<file path="src/rtl/uart_pkg.sv">
// Shared UART definitions for the transmitter and the receive deframer.
// Contents:
//   parity_e    - parity selection (NONE / EVEN / ODD)
//   rx_state_e  - receive FSM states
//   MIN_DIV_DEF - default smallest honoured clocks-per-bit
//   DATA_BITS   - data bits per frame
//   to_parity() - maps the 2-bit parity_mode input onto parity_e
package uart_pkg;

    localparam int unsigned MIN_DIV_DEF = 4;
    localparam int unsigned DATA_BITS   = 8;

    typedef enum logic [1:0] {
        PAR_NONE = 2'd0,
        PAR_EVEN = 2'd1,
        PAR_ODD  = 2'd2
    } parity_e;

    typedef enum logic [2:0] {
        RX_IDLE,
        RX_START,
        RX_DATA,
        RX_PARITY,
        RX_STOP1,
        RX_STOP2,
        RX_BREAK
    } rx_state_e;

    // Mode 3 is reserved and behaves as no parity.
    function automatic parity_e to_parity(input logic [1:0] mode);
        case (mode)
            2'd1:    return PAR_EVEN;
            2'd2:    return PAR_ODD;
            default: return PAR_NONE;
        endcase
    endfunction

endpackage

</file>
<file path="src/rtl/uart_rx_deframer_if.sv">
// Received-byte stream with valid/ready handshake and per-byte status.
//   rx_data       - received byte, held while rx_valid
//   rx_valid      - byte available
//   rx_ready      - consumer takes the byte when rx_valid && rx_ready
//   rx_parity_err - parity mismatch, qualified by rx_valid
//   rx_frame_err  - a stop bit sampled low, qualified by rx_valid
// master: the deframer (producer); slave: the consumer.
interface uart_rx_deframer_if;

    logic [7:0] rx_data;
    logic       rx_valid;
    logic       rx_ready;
    logic       rx_parity_err;
    logic       rx_frame_err;

    modport master (
        output rx_data, rx_valid, rx_parity_err, rx_frame_err,
        input  rx_ready
    );

    modport slave (
        input  rx_data, rx_valid, rx_parity_err, rx_frame_err,
        output rx_ready
    );

endinterface

</file>
<file path="src/rtl/uart_rx_sync.sv">
// Two-flop synchronizer for the asynchronous serial line plus a registered
// falling-edge pulse.
//   clk  - clock
//   rst  - synchronous active-high reset (flops preset to line idle = 1)
//   rxd  - asynchronous serial input
//   line - synchronized line level
//   fall - one-cycle pulse, asserted in the same cycle line first reads 0
module uart_rx_sync (
    input  logic clk,
    input  logic rst,
    input  logic rxd,
    output logic line,
    output logic fall
);

    logic meta;

    // fall compares the two stages before line updates, so the pulse and the
    // low line level appear together; the FSM then enters START 3 clk after
    // the line fall.
    always_ff @(posedge clk) begin
        if (rst) begin
            meta <= 1'b1;
            line <= 1'b1;
            fall <= 1'b0;
        end else begin
            meta <= rxd;
            line <= meta;
            fall <= line & ~meta;
        end
    end

endmodule

</file>
<file path="src/rtl/uart_rx_deframer.sv">
// UART receive deframer: start, 8 data bits LSB first, optional even/odd
// parity, 1 or 2 stop bits, baud_div clocks per bit. Delivers bytes on a
// valid/ready interface with parity, framing and overrun status.
//   clk, rst    - clock, synchronous active-high reset
//   baud_div    - clocks per bit, clamped up to MIN_DIV
//   parity_mode - 0 none, 1 even, 2 odd, 3 none
//   stop_bits   - 0 one stop bit, 1 two stop bits
//   uart_rxd    - asynchronous serial input, idle high
//   rx          - byte stream (master side)
//   rx_overrun  - one-cycle pulse when a completed frame is dropped
//   rx_busy     - FSM is not idle
module uart_rx_deframer
    import uart_pkg::*;
#(
    parameter int unsigned MIN_DIV = MIN_DIV_DEF
) (
    input  logic        clk,
    input  logic        rst,
    input  logic [15:0] baud_div,
    input  logic [1:0]  parity_mode,
    input  logic        stop_bits,
    input  logic        uart_rxd,
    uart_rx_deframer_if.master rx,
    output logic        rx_overrun,
    output logic        rx_busy
);

    localparam logic [15:0] MIN_DIV16 = 16'(MIN_DIV);

    logic        line;
    logic        fall;
    rx_state_e   state;
    logic [15:0] cnt;
    logic [15:0] div_q;
    parity_e     par_q;
    logic        two_stop_q;
    logic [7:0]  shreg;
    logic [2:0]  bit_idx;
    logic        perr;
    logic        ferr;

    logic [15:0] div_in;
    logic        cnt_zero;
    logic        last_stop;
    logic        ferr_fin;
    logic        can_load;

    uart_rx_sync u_sync (
        .clk  (clk),
        .rst  (rst),
        .rxd  (uart_rxd),
        .line (line),
        .fall (fall)
    );

    always_comb begin
        div_in    = (baud_div < MIN_DIV16) ? MIN_DIV16 : baud_div;
        cnt_zero  = (cnt == 16'd0);
        // Sample of the final stop bit: the frame completes this cycle.
        last_stop = cnt_zero && ((state == RX_STOP2) ||
                                 (state == RX_STOP1 && !two_stop_q));
        ferr_fin  = ferr | ~line;
        can_load  = !rx.rx_valid || rx.rx_ready;
    end

    assign rx_busy = (state != RX_IDLE);

    always_ff @(posedge clk) begin
        if (rst) begin
            state            <= RX_IDLE;
            cnt              <= '0;
            div_q            <= '0;
            par_q            <= PAR_NONE;
            two_stop_q       <= 1'b0;
            shreg            <= '0;
            bit_idx          <= '0;
            perr             <= 1'b0;
            ferr             <= 1'b0;
            rx.rx_data       <= '0;
            rx.rx_valid      <= 1'b0;
            rx.rx_parity_err <= 1'b0;
            rx.rx_frame_err  <= 1'b0;
            rx_overrun       <= 1'b0;
        end else begin
            rx_overrun <= 1'b0;
            if (rx.rx_valid && rx.rx_ready)
                rx.rx_valid <= 1'b0;

            case (state)
                RX_IDLE: begin
                    if (fall) begin
                        div_q      <= div_in;
                        par_q      <= to_parity(parity_mode);
                        two_stop_q <= stop_bits;
                        cnt        <= (div_in >> 1) - 16'd1;
                        bit_idx    <= '0;
                        perr       <= 1'b0;
                        ferr       <= 1'b0;
                        state      <= RX_START;
                    end
                end
                RX_START: begin
                    if (!cnt_zero) begin
                        cnt <= cnt - 16'd1;
                    end else if (line) begin
                        state <= RX_IDLE;          // false start
                    end else begin
                        cnt   <= div_q - 16'd1;
                        state <= RX_DATA;
                    end
                end
                RX_DATA: begin
                    if (!cnt_zero) begin
                        cnt <= cnt - 16'd1;
                    end else begin
                        shreg   <= {line, shreg[7:1]};
                        cnt     <= div_q - 16'd1;
                        bit_idx <= bit_idx + 3'd1;
                        if (bit_idx == 3'(DATA_BITS - 1))
                            state <= (par_q != PAR_NONE) ? RX_PARITY : RX_STOP1;
                    end
                end
                RX_PARITY: begin
                    if (!cnt_zero) begin
                        cnt <= cnt - 16'd1;
                    end else begin
                        perr  <= (par_q == PAR_EVEN) ? ^{shreg, line} : ~^{shreg, line};
                        cnt   <= div_q - 16'd1;
                        state <= RX_STOP1;
                    end
                end
                RX_STOP1, RX_STOP2: begin
                    if (!cnt_zero) begin
                        cnt <= cnt - 16'd1;
                    end else if (!last_stop) begin
                        ferr  <= ferr_fin;
                        cnt   <= div_q - 16'd1;
                        state <= RX_STOP2;
                    end
                end
                RX_BREAK: begin
                    // Hold off until the line idles so a stuck-low line
                    // cannot be read as a stream of start bits.
                    if (line)
                        state <= RX_IDLE;
                end
                default: state <= RX_IDLE;
            endcase

            if (last_stop) begin
                if (can_load) begin
                    rx.rx_data       <= shreg;
                    rx.rx_parity_err <= perr;
                    rx.rx_frame_err  <= ferr_fin;
                    rx.rx_valid      <= 1'b1;
                end else begin
                    rx_overrun <= 1'b1;
                end
                state <= ferr_fin ? RX_BREAK : RX_IDLE;
            end
        end
    end

endmodule

</file>
<file path="src/flat_wrapper.sv">
// flat-port wrapper written by rule: the top's interface ports become plain ports
module uart_rx_deframer_flat import uart_pkg::*;
#(
    parameter int unsigned MIN_DIV = MIN_DIV_DEF
)
  (clk, rst, baud_div, parity_mode, stop_bits, uart_rxd, rx_overrun, rx_busy, rx_rx_data, rx_rx_valid, rx_rx_parity_err, rx_rx_frame_err, rx_rx_ready);
  uart_rx_deframer_if rx_i ();
  input  logic clk;
  input  logic rst;
  input  logic [15:0] baud_div;
  input  logic [1:0] parity_mode;
  input  logic stop_bits;
  input  logic uart_rxd;
  output logic rx_overrun;
  output logic rx_busy;
  output wire logic [$bits(rx_i.rx_data)-1:0] rx_rx_data;
  output wire logic [$bits(rx_i.rx_valid)-1:0] rx_rx_valid;
  output wire logic [$bits(rx_i.rx_parity_err)-1:0] rx_rx_parity_err;
  output wire logic [$bits(rx_i.rx_frame_err)-1:0] rx_rx_frame_err;
  input wire logic [$bits(rx_i.rx_ready)-1:0] rx_rx_ready;
  assign rx_rx_data = rx_i.rx_data;
  assign rx_rx_valid = rx_i.rx_valid;
  assign rx_rx_parity_err = rx_i.rx_parity_err;
  assign rx_rx_frame_err = rx_i.rx_frame_err;
  assign rx_i.rx_ready = rx_rx_ready;
  uart_rx_deframer #(.MIN_DIV(MIN_DIV)) u_core (.clk(clk), .rst(rst), .baud_div(baud_div), .parity_mode(parity_mode), .stop_bits(stop_bits), .uart_rxd(uart_rxd), .rx(rx_i), .rx_overrun(rx_overrun), .rx_busy(rx_busy));
endmodule
</file>
<file path="config.mk">
export PLATFORM = sky130hd
export DESIGN_NAME = uart_rx_deframer_flat
export DESIGN_NICKNAME = d
export VERILOG_FILES = /design/src/rtl/uart_pkg.sv /design/src/rtl/uart_rx_deframer_if.sv /design/src/rtl/uart_rx_sync.sv /design/src/rtl/uart_rx_deframer.sv /design/src/flat_wrapper.sv
export SDC_FILE = /design/constraint.sdc
export NUM_CORES = 1
export LEC_CHECK = 0
export ABC_AREA = 1
export CORE_MARGIN = 1
export CORE_UTILIZATION = 60
export DETAILED_ROUTE_END_ITERATION = 16
export GPL_ROUTABILITY_DRIVEN = 1
export PLACE_DENSITY_LB_ADDON = 0.08
export SETUP_SLACK_MARGIN = 0.2
export SLEW_MARGIN = 20
export SYNTH_ARGS = -nofsm -noshare
export SYNTH_HDL_FRONTEND = slang
export SYNTH_HIERARCHICAL = 1
export SYNTH_SLANG_ARGS = --single-unit
</file>
<file path="constraint.sdc">
create_clock -name clk -period 6 [get_ports clk]
set_input_delay 1.2 -clock clk [delete_from_list [all_inputs] [get_ports clk]]
set_output_delay 1.2 -clock clk [all_outputs]
set_load 0.1 [all_outputs]
</file>
==> impl_metrics.ini, run 1 <==
[setup_path]
worst_path_dominant_cell_family = buffers and inverters
cp_slowest_stage_delay_ns = 1.13
cp.required_ns = 4.80
endpoint_kind = output pin
rr_endpoint = u_core/cnt[6]
crit_type = register to output pin
reg2reg_depth = 15
critPathMaxFanout = 6
start_kind = register
crit_arrival_ns = 2.20
worstReg2RegStart = u_core/cnt[10]
critical_path_depth = 3
crit_chain = inv_1, nand2_4, clkdlybuf4s50_1
cp_slowest_cell = clkdlybuf4s50_1
reg2reg_slack_ns = 3.34
path_buf_inv = 2

[clock_network]
worstSkewPairLatency_ns = 0.34
ctsHoldBuffers = 0
clockBufferDepth = 2
cts.htree.levels = 3
cts_tree = done
post-cts-setup-buffers = 0
root_buffer = clkbuf_8
cts_resized = 0
clock-sinks = 66
cts_inserted_buffers = 9
clkTransAtPathRegs_ns = 0.08

[yosys]
synth_edf_count = 0
ys_warn_count = 6
synth_common_cells = nand2_1, inv_1, dfxtp_1
syn_nets = 567
synth_area_leaders = dfxtp_1, nand2_1, inv_1
synth_ff_type = dfxtp_1
synth_top_family_by_area = simple AND/OR/NAND/NOR gates
synth_area_per_cell_um2 = 6.71
syn_area_um2 = 3630
synth_simple_gate_area_share_pct = 32.3
async_flop_share_pct = 0
yosysTopAreaCell = dfxtp_1
synth_mux_area_share_pct = 0
synth_seq_area_share_pct = 36.4
synth_fa_ha_area_share_pct = 1.03
synthCells = 541
synth_xor_area_share_pct = 2.65
synth.most_common_cell = nand2_1
synth_compound_area_share_pct = 16.3
synth_top_area_share_pct = 36.4
synth_seq_cells = 66
ys_types = 36

[finish]
syn_to_final_growth_pct = 16.3
layout-drive-gt1-share_pct = 10.1
fin_area_um2 = 4220
final_net_count = 596
post-route-util_pct = 74.4
diodes = 0
stdcell_count = 647

[die]
io-pin-count = 36
die_h_um = 79.8
die_area_um2 = 6360
start_util_pct = 64.0
core_area_um2 = 5680
die_w_um = 79.8
rows = 27

[timing]
fin_skew_ns = 0.00738
fin_crit_sh_pct = 56.7
rsz0062_at_grt = false
fmax_ghz = 0.294
hold_slack_ns = 0.442
setup_viol = 0
setup_ws_ns = 2.60
finalCriticalPeriod_ns = 3.40
tightest_slew_ns = 1.04
drv_slew = 0
setup_tns_ns = 0
slew_headroom_pct = 30.5
hold_viol_final = 0

[pwr]
ir_drop_mv = 0.639
fin_total_pwr_mw = 2.22
p_leak_nw = 1.87
power_density_nw_per_um2 = 526

[min_path]
hp-class = register to register
holdCritStartpoint = u_core/u_sync/meta
hold_path_end = u_core/u_sync/line
hold_depth = 1

[global_route]
overflow = 0
grt_pass1_vias = 3535
grt_pass1_wl_um = 15300
grt_max_degree = 40
antenna_found_initial = 0
track_usage_pct = 31.1

[route]
num_vias = 3668
ant_nets = 0
viasPerCell = 5.67
drcViolationCount = 0
drtPass1Iterations = 5
routed_wl_um = 9050
wl_per_cell_um = 14.0
dr.first_iter.drc_count = 286

[placed_design]
dp_slack_ns = 2.60
place.gp.congestion = 0.939
post_dp_cell_area_um2 = 3980
hpwlAfterDp_um = 6190
port_buffers = 35
dp.cells = 631

[run_status]
status = complete, no violations

[job]
maxCapViolCount = 0
## placed cells by master (no fill, tap or decap), types with 2 or more instances in the layout
cell	Yosys	routed
clkbuf_8	0	9
dfxtp_1	66	66
nand2_2	12	12
or2_2	2	2
nand4_1	2	2
buf_4	0	2
a31oi_1	2	2
a211oi_1	8	8
inv_2	7	7
xor2_1	4	4
nand2_4	2	2
a21oi_1	46	46
clkinv_4	0	2
xnor2_1	7	7
bufinv_16	0	3
nor2_4	6	6
or2_1	2	2
clkdlybuf4s50_1	0	35
nand2_1	99	99
ha_1	3	3
nor2_1	61	61
o21ai_0	45	45
nand3_1	48	48
nor2_2	8	8
inv_1	72	72
o21ai_1	4	4
nor3_1	4	4
nand3b_1	2	2
## power breakdown
group	switching [mW]	leakage [nW]	internal (mW)	total, mW
Sequential	0.0565	0.538	0.516	0.572
Combinational	0.844	1.22	0.347	1.19
Clock	0.180	0.117	0.278	0.457
## flip-flops by register name, summed over array words and instances, names as in the netlist, 2 cells and up
name / cells
u_core/bit_idx: 3
u_core/cnt: 16
u_core/div_q: 16
u_core/par_q: 2
u_core/rx.rx_data: 8
u_core/shreg: 8
u_core/state: 3
## cells by family (layout without fill, tap and decap cells)
group | after synthesis | after routing
buffers and inverters | 99 | 133
AO/OA/AOI/OAI | 110 | 110
AND/OR/NAND/NOR | 252 | 252
XOR/XNOR | 11 | 11
adder cells (fa/ha/maj) | 3 | 3
flip-flops | 66 | 66
## layer usage
layer  vias up  GRT usage (%)  wire (um)
li1       1786              -          -
met5         -              0          0
met3        28           7.20        713
met2       174           51.5       4290
met1      1680           37.9       3860
met4         0           15.2        191
## cell type report
| class | instances | area (um^2) |
|---|---|---|
| clock buffer | 10 | 128 |
| multi-input combinational | 376 | 1900 |
| tap | 72 | 90.1 |
| timing repair buffer | 37 | 365 |
| inverter | 80 | 303 |
| fill | 451 | 1460 |
| sequential | 66 | 1320 |
| clock inverter | 6 | 115 |
## worst max path at each step
| stage | start | endpoint | slack [ns] |
|---|---|---|---|
| after floorplan | baud_div[9] | u_core/cnt[4] | 3.47 |
| after global placement | baud_div[9] | u_core/cnt[14] | 2.71 |
| after detailed placement | baud_div[9] | u_core/cnt[14] | 2.60 |
| after CTS | u_core/state[0] | rx_busy | 2.62 |
| after global routing | u_core/state[0] | rx_busy | 2.55 |
| final | u_core/state[0] | rx_busy | 2.60 |
No activity file was read; power rests on OpenSTA's default activity.
==> run 2: changes to the inputs <==
- CORE_UTILIZATION: 60 -> 57
- clock period: 6 -> 3.33 ns (I/O delays scaled with it)
==> run 2 against run 1 <==
  * Sequential share of layout area is 0.21 points higher
  * Register-to-register slack got worse by 2.6 ns
  * Sequential power grew 80%
  * Setup slack worse by 1.9 ns
  * Power increased by 78%
  * Global-route usage shrank 2.3 points
  * Critical path type is now register to register
  * Largest power group unchanged
  * Highest routed layer unchanged
==> impl_metrics.ini, run 2 (same netlist as run 1, synthesis figures left out) <==
[timing]
slew_headroom_pct = 36.1
hold_viol_final = 0
tightest_slew_ns = 0.955
setup_viol = 0
setup_tns_ns = 0
setup_ws_ns = 0.705
fmax_ghz = 0.381
rsz0062_at_grt = false
finalCriticalPeriod_ns = 2.63
fin_skew_ns = 0.00956
fin_crit_sh_pct = 78.8
drv_slew = 0

[route]
routed_wl_um = 8910
drcViolationCount = 0
ant_nets = 0
dr.first_iter.drc_count = 279
viasPerCell = 5.49
drtPass1Iterations = 5
wl_per_cell_um = 13.7
num_vias = 3577

[run_status]
status = complete, no violations

[clock_network]
clkTransAtPathRegs_ns = 0.08
clock-sinks = 66
cts_tree = done
cts_inserted_buffers = 9
ctsHoldBuffers = 0
root_buffer = clkbuf_8
cts_resized = 0
clockBufferDepth = 2
cts.htree.levels = 3
post-cts-setup-buffers = 0
worstSkewPairLatency_ns = 0.34

[placed_design]
place.gp.congestion = 0.885
dp_slack_ns = 0.502
hpwlAfterDp_um = 6030
port_buffers = 35

[global_route]
grt_pass1_vias = 3165
track_usage_pct = 28.9
overflow = 0
grt_pass1_wl_um = 14600
antenna_found_initial = 0
grt_max_degree = 29

[die]
core_area_um2 = 6030
io-pin-count = 36
rows = 28
start_util_pct = 60.2
die_h_um = 81.8
die_area_um2 = 6690
die_w_um = 81.8

[setup_path]
cp.required_ns = 3.57
endpoint_kind = register
critPathMaxFanout = 17
crit_arrival_ns = 2.87
crit_type = register to register
start_kind = register

[finish]
layout_common_cells = nand2_1, inv_1, dfxtp_1
final_common_cell = nand2_1
layout-drive-gt1-share_pct = 12.7
reg_top3 = u_core/cnt: 16 flops, u_core/div_q: 16 flops
final_net_count = 598
diodes = 0
syn_to_final_growth_pct = 15.5

[job]
maxCapViolCount = 0

[min_path]
hp-class = register to register

[pwr]
p_leak_nw = 1.89
ir_drop_mv = 0.802
power_density_nw_per_um2 = 942
## run 2: cell types whose count changed in the layout (fill, tap and decap cells not counted)
cell             previous run  this run
buf_4                       2        16
clkbuf_1                    1         0
bufinv_16                   3         2
clkdlybuf4s50_1            35        23
inv_6                       0         2
clkinv_4                    2         1
clkinvlp_4                  1         2
## run 2: worst paths after layout
check / startpoint / endpoint / slack, ns / depth (start not counted)
max: u_core/cnt[12] / u_core/cnt[4] / 0.70 / 14
min: u_core/u_sync/meta / u_core/u_sync/line / 0.44 / 1
max reg2reg: u_core/cnt[12] / u_core/cnt[4] / 0.70 / 14
min reg2reg: u_core/u_sync/meta / u_core/u_sync/line / 0.44 / 1
## run 2: worst max-delay path, cell delays in order, from the launching register on
cell and delay [ns]:
dfxtp_1 0.32, nor2_1 0.11, nand2_1 0.10, nor2_4 0.42, nand2_2 0.37, nand2_1 0.14, nand3_1 0.09, nand2_1 0.13
inv_1 0.06, ha_1 0.21, nand3_1 0.11, nor2_1 0.10, xor2_1 0.16, o21ai_1 0.14, inv_1 0.05
## run 2: area by class of cell
cell class | instances | area [um^2]
Clock buffer | 9 | 124
Clock inverter | 7 | 101
Fill cell | 540 | 1830
Inverter | 80 | 303
Multi-Input combinational cell | 376 | 1900
Sequential cell | 66 | 1320
Tap cell | 75 | 93.8
Timing Repair Buffer | 39 | 350
## run 2: report_power, final
group / internal [mW] / leakage, nW / switching (mW)
Combinational: 0.633 / 1.25 / 1.52
Clock: 0.428 / 0.106 / 0.340
Sequential: 0.929 / 0.538 / 0.102
## run 2: metrics by stage
stage | power [mW] | instances | util [%] | hold WS [ns] | area (um^2)
after floorplan | 2.76 | 541 | - | 0.410 | 3630
after global placement | 3.11 | 636 | 65.8 | 0.415 | 3970
after detailed placement | 3.14 | 636 | 65.8 | 0.422 | 3970
after CTS | 3.93 | 652 | 69.6 | 0.443 | 4190
after global routing | 4.25 | 652 | 69.6 | 0.466 | 4190
final | 3.95 | 652 | 69.6 | 0.441 | 4190
## run 2: routing by layer
metal  routed length, um  global-route usage (%)  up-vias
met5                   0                       0        -
met4                  89                    8.07        0
met3                 659                    7.00        9
met2                4100                    46.9      135
met1                4060                    37.9     1632
li1                    -                       -     1801
==> run 3: changes to the inputs <==
- CORE_UTILIZATION: 57 -> 52
- clock period: 3.33 -> 2.2 ns (I/O delays scaled with it)
==> run 3 against run 2 <==
  * Setup slack lost 0.51 ns
  * Register-to-register slack worse by 0.51 ns
  * Utilization is 2.9 points higher
  * First-iteration DRC count down 0.72%
  * Die area is 9.4% higher
  * Global-route usage fell by 1.2 points
  * Power rose by 89%
  * Via count up 6.3%
  * Critical path type unchanged
==> impl_metrics.ini, run 3 (same netlist as run 1, synthesis figures left out) <==
[setup_path]
cp_slowest_cell = dfxtp_2
endpoint_kind = register
start_kind = register
worst_path_dominant_cell_family = simple AND/OR/NAND/NOR gates
cp.required_ns = 2.43
crit_arrival_ns = 2.23
cp_slowest_stage_delay_ns = 0.32
crit_chain = nor2_1, nand2_1, nor2_4, buf_12, buf_12, nand3_2, nand3_2, nand2_4, nor2_2, nand2_2, buf_4, nor2_1, nand3_1, nand2_1, a21oi_1
critPathMaxFanout = 6
path_buf_inv = 3
crit_type = register to register

[clock_network]
clockBufferDepth = 2
ctsHoldBuffers = 0
clock-sinks = 66
clkTransAtPathRegs_ns = 0.08
cts_inserted_buffers = 9
cts_tree = done
root_buffer = clkbuf_8
cts.htree.levels = 3
worstSkewPairLatency_ns = 0.34

[finish]
diodes = 0
layout-drive-gt1-share_pct = 28.5
layout_common_cells = nand2_1, inv_1, dfxtp_1
final_net_count = 650
stdcell_count = 709
final_common_cell = nand2_1
reg_top3 = u_core/cnt: 16 flops, u_core/div_q: 16 flops
syn_to_final_growth_pct = 34.9
post-route-util_pct = 72.5
fin_area_um2 = 4900

[placed_design]
dp.cells = 671
post_dp_cell_area_um2 = 4230
dp_slack_ns = -0.356
port_buffers = 35
place.gp.congestion = 0.910
hpwlAfterDp_um = 6530

[timing]
finalCriticalPeriod_ns = 2.01
rsz0062_at_grt = true
fin_skew_ns = 0.00829
drv_slew = 0
setup_viol = 0
hold_viol_final = 0
setup_ws_ns = 0.191
fmax_ghz = 0.498
tightest_slew_ns = 0.788
slew_headroom_pct = 47.4
fin_crit_sh_pct = 91.3

[global_route]
grt_pass1_vias = 3518
track_usage_pct = 27.6
overflow = 0
antenna_found_initial = 0
grt_max_degree = 26
grt_pass1_wl_um = 16000

[die]
die_w_um = 85.5
io-pin-count = 36
die_h_um = 85.5
rows = 30
die_area_um2 = 7320
core_area_um2 = 6760
start_util_pct = 53.7

[route]
drcViolationCount = 0
ant_nets = 0
num_vias = 3804
viasPerCell = 5.37
routed_wl_um = 10100
drtPass1Iterations = 5
dr.first_iter.drc_count = 277
wl_per_cell_um = 14.3

[min_path]
hp-class = register to register

[pwr]
power_density_nw_per_um2 = 1520
fin_total_pwr_mw = 7.45
ir_drop_mv = 0.817
p_leak_nw = 2.22

[run_status]
status = complete, no violations

[job]
maxCapViolCount = 0
run 3: where the power goes:
group	internal (mW)	switching, mW	total, mW
registers	1.42	0.161	1.58
logic	1.89	2.94	4.82
clock network	0.561	0.491	1.05
run 3: what timing repair did:
item                       CTS  global route
setup endpoints to repair   13            36
resized for setup           35            62
buffers inserted            10            10
pin swaps                   24            20
cloned                       1             1
run 3: stage by stage:
| stage | setup TNS [ns] | hold slack [ns] |
|---|---|---|
| floorplan | 0 | 0.410 |
| global placement | -2.13 | 0.415 |
| detailed placement | -3.19 | 0.427 |
| CTS | 0 | 0.448 |
| global route | 0 | 0.477 |
| finish | 0 | 0.445 |
run 3: final timing paths:
kind                 startpoint                 end  slack, ns  depth (start not counted)
max              u_core/cnt[14]      u_core/cnt[10]       0.19                         15
min          u_core/u_sync/meta  u_core/u_sync/line       0.44                          1
max reg2reg      u_core/cnt[14]      u_core/cnt[10]       0.19                         15
min reg2reg  u_core/u_sync/meta  u_core/u_sync/line       0.44                          1
run 3: routing by layer:
layer	global-route usage [%]	wire, um	vias to the layer above
li1	-	-	1900
met1	36.5	4350	1708
met2	44.8	4760	171
met3	5.77	754	25
met4	10.2	243	0
met5	0	0	-
run 3: cell type report:
type                            instances  area [um^2]
Timing Repair Buffer                   90          801
Multi-Input combinational cell        377         2150
Sequential cell                        66         1330
Fill cell                             546         1860
Clock buffer                           11          141
Clock inverter                          5         62.6
Inverter                               80          310
Tap cell                               80          100
==> RTL edit 1, RTL diff (config.mk and constraints of run 2) <==
Put one more register stage on the output `rx_overrun`, without a reset. The value now appears one clock later. The other outputs are not delayed to match. Comments in the files are not updated.
--- a/src/rtl/uart_rx_deframer.sv
+++ b/src/rtl/uart_rx_deframer.sv
@@ -28,2 +28,4 @@
     localparam logic [15:0] MIN_DIV16 = 16'(MIN_DIV);
+
+    logic rx_overrun_s0;
 
@@ -82,5 +84,5 @@
             rx.rx_frame_err  <= 1'b0;
-            rx_overrun       <= 1'b0;
+            rx_overrun_s0    <= 1'b0;
         end else begin
-            rx_overrun <= 1'b0;
+            rx_overrun_s0 <= 1'b0;
             if (rx.rx_valid && rx.rx_ready)
@@ -156,3 +158,3 @@
                 end else begin
-                    rx_overrun <= 1'b1;
+                    rx_overrun_s0 <= 1'b1;
                 end
@@ -163,2 +165,6 @@
 
+    always_ff @(posedge clk) begin
+        rx_overrun <= rx_overrun_s0;
+    end
+
 endmodule
Formal check against the unedited RTL: same outputs for any inputs over 10 cycles, from zero or initial values and one cycle with rst high; that may be too few to reach the edited logic, so the function may still have changed.
==> RTL edit 1 against run 2 <==
Fmax up 4.8%. Design area fell by 0.57%. Via count rose by 0.42%. Critical endpoint is now u_core/cnt[12]. Sequential share of layout area increased by 0.66 points. Sequential cell count is 1 higher. Wire length is 0.21% higher. Worst setup slack improved by 0.12 ns. Hold slack got worse by 0.11 ns. Register-to-register slack better by 0.17 ns. Utilization down 0.79 points. Power fell by 2.9%. Area after synthesis up 0.55%. Largest cell class unchanged.
==> RTL edit 1: results (changes against run 2) <==
die:
  fp.dieW_um: 82.0  # +0.27%
detailed_routing:
  drt_pass1_iterations: 5  # unchanged
  avgRoutedWirePerCell_um: 13.6  # about the same
  first_iter_violations: 255  # -8.6%
  postRouteWirelength_mm: 8.93  # +0.21%
  via_per_inst: 5.49  # +0.11%
layout:
  nets: 600  # +0.33%
  largestRegisters: "u_core/cnt: 16 flops, u_core/div_q: 16 flops"
  layout-drive-gt1-share_pct: 12.8  # +0.13 points
clocking:
  post-cts-setup-buffer-count: 0  # unchanged
  clk_latency_ns: 0.35
  ctsResizeCount: 0  # unchanged
  cts-root-buf: "clkbuf_8"
  clock_path_buffers: 2  # unchanged
  h-tree-depth: 3  # unchanged
  numCtsBuffers: 9  # unchanged
  clkSlewWorstSetupHoldPaths_ns: 0.08  # about the same
power_and_ir_drop:
  static-leakage-power_nw: 1.88  # -0.59%
  powerClk_w: 0.000620  # -19%
  ir_worst_vdd_mv: 0.630  # -21%
  p_sw_w: 0.00197  # +0.60%
  p_comb_share_pct: 56.6  # +2.2 points
  power_w: 0.00383  # -2.9%
logic_synthesis:
  yosys.area_share.adder_pct: 1.03  # -0.0057 points
  ys_types: 36  # unchanged
  synthXorXnorAreaFrac_pct: 2.64  # -0.015 points
  synth_area_leaders: "dfxtp_1 (37%), nand2_1 (10%), inv_1 (7.4%)"
  synthFlopType: "dfxtp_1"
  synthArstFlopShare_pct: 0  # unchanged
  yosys_warnings: 6  # unchanged
  synth_cells: 542  # +0.18%
  synth-compound-area-share_pct: 16.2  # -0.090 points
  synthTopCellsByCount: "nand2_1 (99), inv_1 (72), dfxtp_1 (67)"
  synth_fp_nets: 568  # +0.18%
  seq_area_frac_synth_pct: 36.8  # +0.35 points
  muxShareOfSynthArea_pct: 0  # unchanged
global_routing:
  antenna_found_initial: 0  # unchanged
  grt_pass1_wl_mm: 14.7  # +1.1%
  track_usage_pct: 29.0  # +0.16 points
  grt_max_degree: 30  # +3.4%
  grt_pass1_vias: 3233  # +2.1%
run:
  maxCapViolations: 0  # unchanged
sta:
  setup_violations: 0  # unchanged
  skew_ns: 0.00989  # +0.000332 ns
  tightest_slew_ns: 0.809  # -0.146 ns
run_status:
  status: "finished, final reports clean"
worst_hold_path:
  hold_class: "flip-flop to flip-flop"
worst_setup_path:
  cp.arrival_ns: 2.76  # -0.11 ns
  crit_fanout: 4  # -13
place:
  placed_area_um2: 3990  # +0.63%
  dp_cells: 638  # +0.31%
  numPortBuffers: 35  # unchanged
  gp_congestion: 0.908  # +2.6%
  dpl.hpwl_mm: 6.05  # +0.44%
[RTL edit 1: logic make-up (layout without fill, tap and decap cells)]
family / after synthesis / in the layout
simple gates: 252 / 252
flops: 67 / 67
fa+ha+maj: 3 / 3
buf+inv: 99 / 136
compound gates: 110 / 110
xor+xnor: 11 / 11
[RTL edit 1: worst paths after layout]
path	slack [ns]	cells past startpoint	endpoint	start
worst max-delay path	0.82	16	u_core/cnt[12]	baud_div[10]
worst min-delay path	0.33	0	u_core/rx_overrun	u_core/rx_overrun_s0
worst max register to register	0.87	14	u_core/cnt[4]	u_core/cnt[0]
worst min register to register	0.33	0	u_core/rx_overrun	u_core/rx_overrun_s0
[RTL edit 1: metrics by stage]
stage	setup slack (ns)	hold WS, ns
floorplan	1.24	0.310
global placement	0.599	0.311
detailed placement	0.540	0.314
CTS	0.887	0.333
global route	0.664	0.348
finish	0.825	0.331
[RTL edit 1: final cells by class]
cell class | instances | area [µm²]
multi-input cells | 376 | 1900
repair buffers | 40 | 355
clock inverters | 6 | 48.8
clock buffers | 10 | 128
inverters | 80 | 303
flip-flops and latches | 67 | 1340
well taps | 75 | 93.8
fillers | 536 | 1890
[RTL edit 1: critical path: stages]
cell	delay [ns]
clkdlybuf4s50_1	0.46
nor2_1	0.17
nand2_1	0.07
nor2_1	0.12
nand2_1	0.12
nand2_1	0.11
nand2_1	0.05
nand2_1	0.10
ha_1	0.19
nand3_1	0.10
nor2_1	0.27
nand2_1	0.10
nand2_1	0.06
nand3_1	0.06
nand2_1	0.08
inv_1	0.03
[RTL edit 1: metal layers]
metal / GRT usage, % / routed length, µm / share of wire (%)
met5: 0 / 0 / 0
met4: 13.3 / 191 / 2.1
met3: 4.44 / 564 / 6.3
met2: 45.8 / 4000 / 45
met1: 38.7 / 4170 / 47
==> RTL edit 2, RTL diff (flow settings as in run 2) <==
Without the edit above. Make the reset (`rst`) asynchronous in 2 clocked blocks. Comments in the files are not updated.
--- a/src/rtl/uart_rx_sync.sv
+++ b/src/rtl/uart_rx_sync.sv
@@ -20,3 +20,3 @@
     // the line fall.
-    always_ff @(posedge clk) begin
+    always_ff @(posedge clk or posedge rst) begin
         if (rst) begin
--- a/src/rtl/uart_rx_deframer.sv
+++ b/src/rtl/uart_rx_deframer.sv
@@ -67,3 +67,3 @@
 
-    always_ff @(posedge clk) begin
+    always_ff @(posedge clk or posedge rst) begin
         if (rst) begin
Behaviour: differs if rst is asserted again (counterexample within 4 cycles, from zero or initial values and one cycle with rst high); with rst held inactive, the same outputs for 10 cycles.
==> RTL edit 2 against run 2 <==
Worst setup slack better by 0.083 ns. Hold slack got worse by 0.060 ns. Power down 9.9%. Sequential cell count is the same. Largest cell class unchanged. Critical path type is now input pin to flip-flop. Area after synthesis rose by 1.8%. First-iteration DRC count decreased by 6.5%. Register-to-register slack better by 0.34 ns. Wire length is 10% lower. Synthesized cell count fell by 13%. Largest power group unchanged. Design area increased by 0.69%.
==> RTL edit 2: results (changes against run 2) <==
run_status:
  status: "finished, final reports clean"
clocking:
  ctsResizeCount: 0  # unchanged
  clk_latency_ns: 0.34  # about the same
  cts-root-buf: "clkbuf_8"
  clkSlewWorstSetupHoldPaths_ns: 0.08  # about the same
  h-tree-depth: 3  # unchanged
  clock_path_buffers: 2  # unchanged
logic_synthesis:
  yosys_warnings: 6  # unchanged
  synth.avg_cell_area_um2: 7.84  # +17%
  seq_area_frac_synth_pct: 44.8  # +8.4 points
  synth_fp_nets: 497  # -12%
  synthFlopType: "dfrtp_1"
  synthTopCellsByCount: "nand2_1 (131), dfrtp_1 (64), inv_1 (57)"
  ys_types: 39  # +8.3%
  synth_area_leaders: "dfrtp_1 (43%), nand2_1 (13%), inv_1 (5.8%)"
  synthArstFlopShare_pct: 100  # +100 points
layout:
  nets: 533  # -11%
  diodes: 0  # unchanged
  largestRegisters: "u_core/cnt: 16 flops, u_core/div_q: 16 flops"
  layout-drive-gt1-share_pct: 13.7  # +1.0 points
  final_common_cell: "nand2_1"
global_routing:
  grt_pass1_wl_mm: 13.6  # -6.2%
  track_usage_pct: 27.1  # -1.8 points
  grt_pass1_vias: 2863  # -9.5%
  antenna_found_initial: 0  # unchanged
  grt_max_degree: 64  # +120%
sta:
  tightest_slew_ns: 1.05  # +0.0981 ns
  skew_ns: 0.00536  # -0.00420 ns
detailed_routing:
  drt_pass1_iterations: 6  # +1
  vias: 3163  # -12%
  via_per_inst: 5.39  # -1.8%
  first_iter_violations: 261  # -6.5%
  ant_nets: 0  # unchanged
  postRouteWirelength_mm: 8.00  # -10%
power_and_ir_drop:
  switching_share_pct: 47.0  # -2.6 points
  ir_worst_vdd_mv: 0.486  # -39%
  static-leakage-power_nw: 2.12  # +12%
worst_setup_path:
  slowest_stage: "clkdlybuf4s50_1"
  crit_fanout: 6  # -11
  cp.arrival_ns: 2.78  # -0.09 ns
  slowest_delay_ns: 0.42  # about the same
place:
  gp_congestion: 0.924  # +4.4%
  dpl.hpwl_mm: 5.81  # -3.5%
  dp_cells: 571  # -10%
worst_hold_path:
  hold_class: "flip-flop to flip-flop"
RTL edit 2: power by group through the flow:
| stage | registers [W] | clock network, W | logic, W |
|---|---|---|---|
| floorplan | 0.00118 | 0 | 0.00144 |
| global placement | 0.00123 | 0 | 0.00166 |
| detailed placement | 0.00124 | 0 | 0.00171 |
| CTS | 0.00122 | 0.000600 | 0.00171 |
| global route | 0.00126 | 0.000639 | 0.00195 |
| finish | 0.00123 | 0.000593 | 0.00173 |
RTL edit 2: path summary, 6_finish.rpt:
kind | from | to | slack, ns | cells after the start
worst max-delay path | baud_div[15] | u_core/cnt[10] | 0.79 | 15
min in group asynchronous | rst | u_core/u_sync/fall | 0.53 | 2
worst max register to register | u_core/cnt[15] | u_core/cnt[4] | 1.04 | 11
max in group asynchronous | rst | u_core/div_q[14] | 2.34 | 3
worst min register to register | u_core/u_sync/meta | u_core/u_sync/line | 0.38 | 0
worst min-delay path | u_core/u_sync/meta | u_core/u_sync/line | 0.38 | 0
RTL edit 2: metal layers:
layer,vias up,wire length (µm),track usage (%)
li1,1583,-,-
met1,1454,3960,41.1
met2,115,3350,38.0
met3,11,566,4.84
met4,0,119,10.9
met5,-,0,0
RTL edit 2: worst reg2reg max path, delay by kind of cell (launching register included):
family | cells | cell delay, ns
buf+inv | 2 | 0.43
flops | 1 | 0.39
simple gates | 7 | 1.06
compound gates | 2 | 0.29
RTL edit 2: final cells by class:
class / count / area, µm²
clock buffers: 10 / 128
clock inverters: 6 / 42.5
fillers: 551 / 1880
inverters: 63 / 243
multi-input cells: 331 / 1720
flip-flops and latches: 66 / 1650
well taps: 75 / 93.8
repair buffers: 36 / 338
RTL edit 2: cell families (layout without fill, tap and decap cells):
family	Yosys count	in the layout	synth area share [%]
AOI/OAI and AO/OA	65	65	9.62
xor gates and xnor gates	14	14	3.32
adders and majority gates	3	3	1.02
buffers and inverters	74	115	8.60
DFF	66	66	44.8
muxes	2	2	0.610
and+or+nand+nor	247	247	32.0
RTL edit 2: stage by stage:
step / area (µm²) / total power, W / hold slack, ns / utilization [%] / setup slack, ns
floorplan: 3690 / 0.00262 / 0.360 / - / 1.09
global route: 4220 / 0.00385 / 0.380 / 69.2 / 0.553
global placement: 4050 / 0.00288 / 0.360 / 66.4 / 0.558
CTS: 4220 / 0.00353 / 0.374 / 69.2 / 0.831
detailed placement: 4050 / 0.00294 / 0.367 / 66.4 / 0.466
finish: 4220 / 0.00355 / 0.381 / 69.2 / 0.787
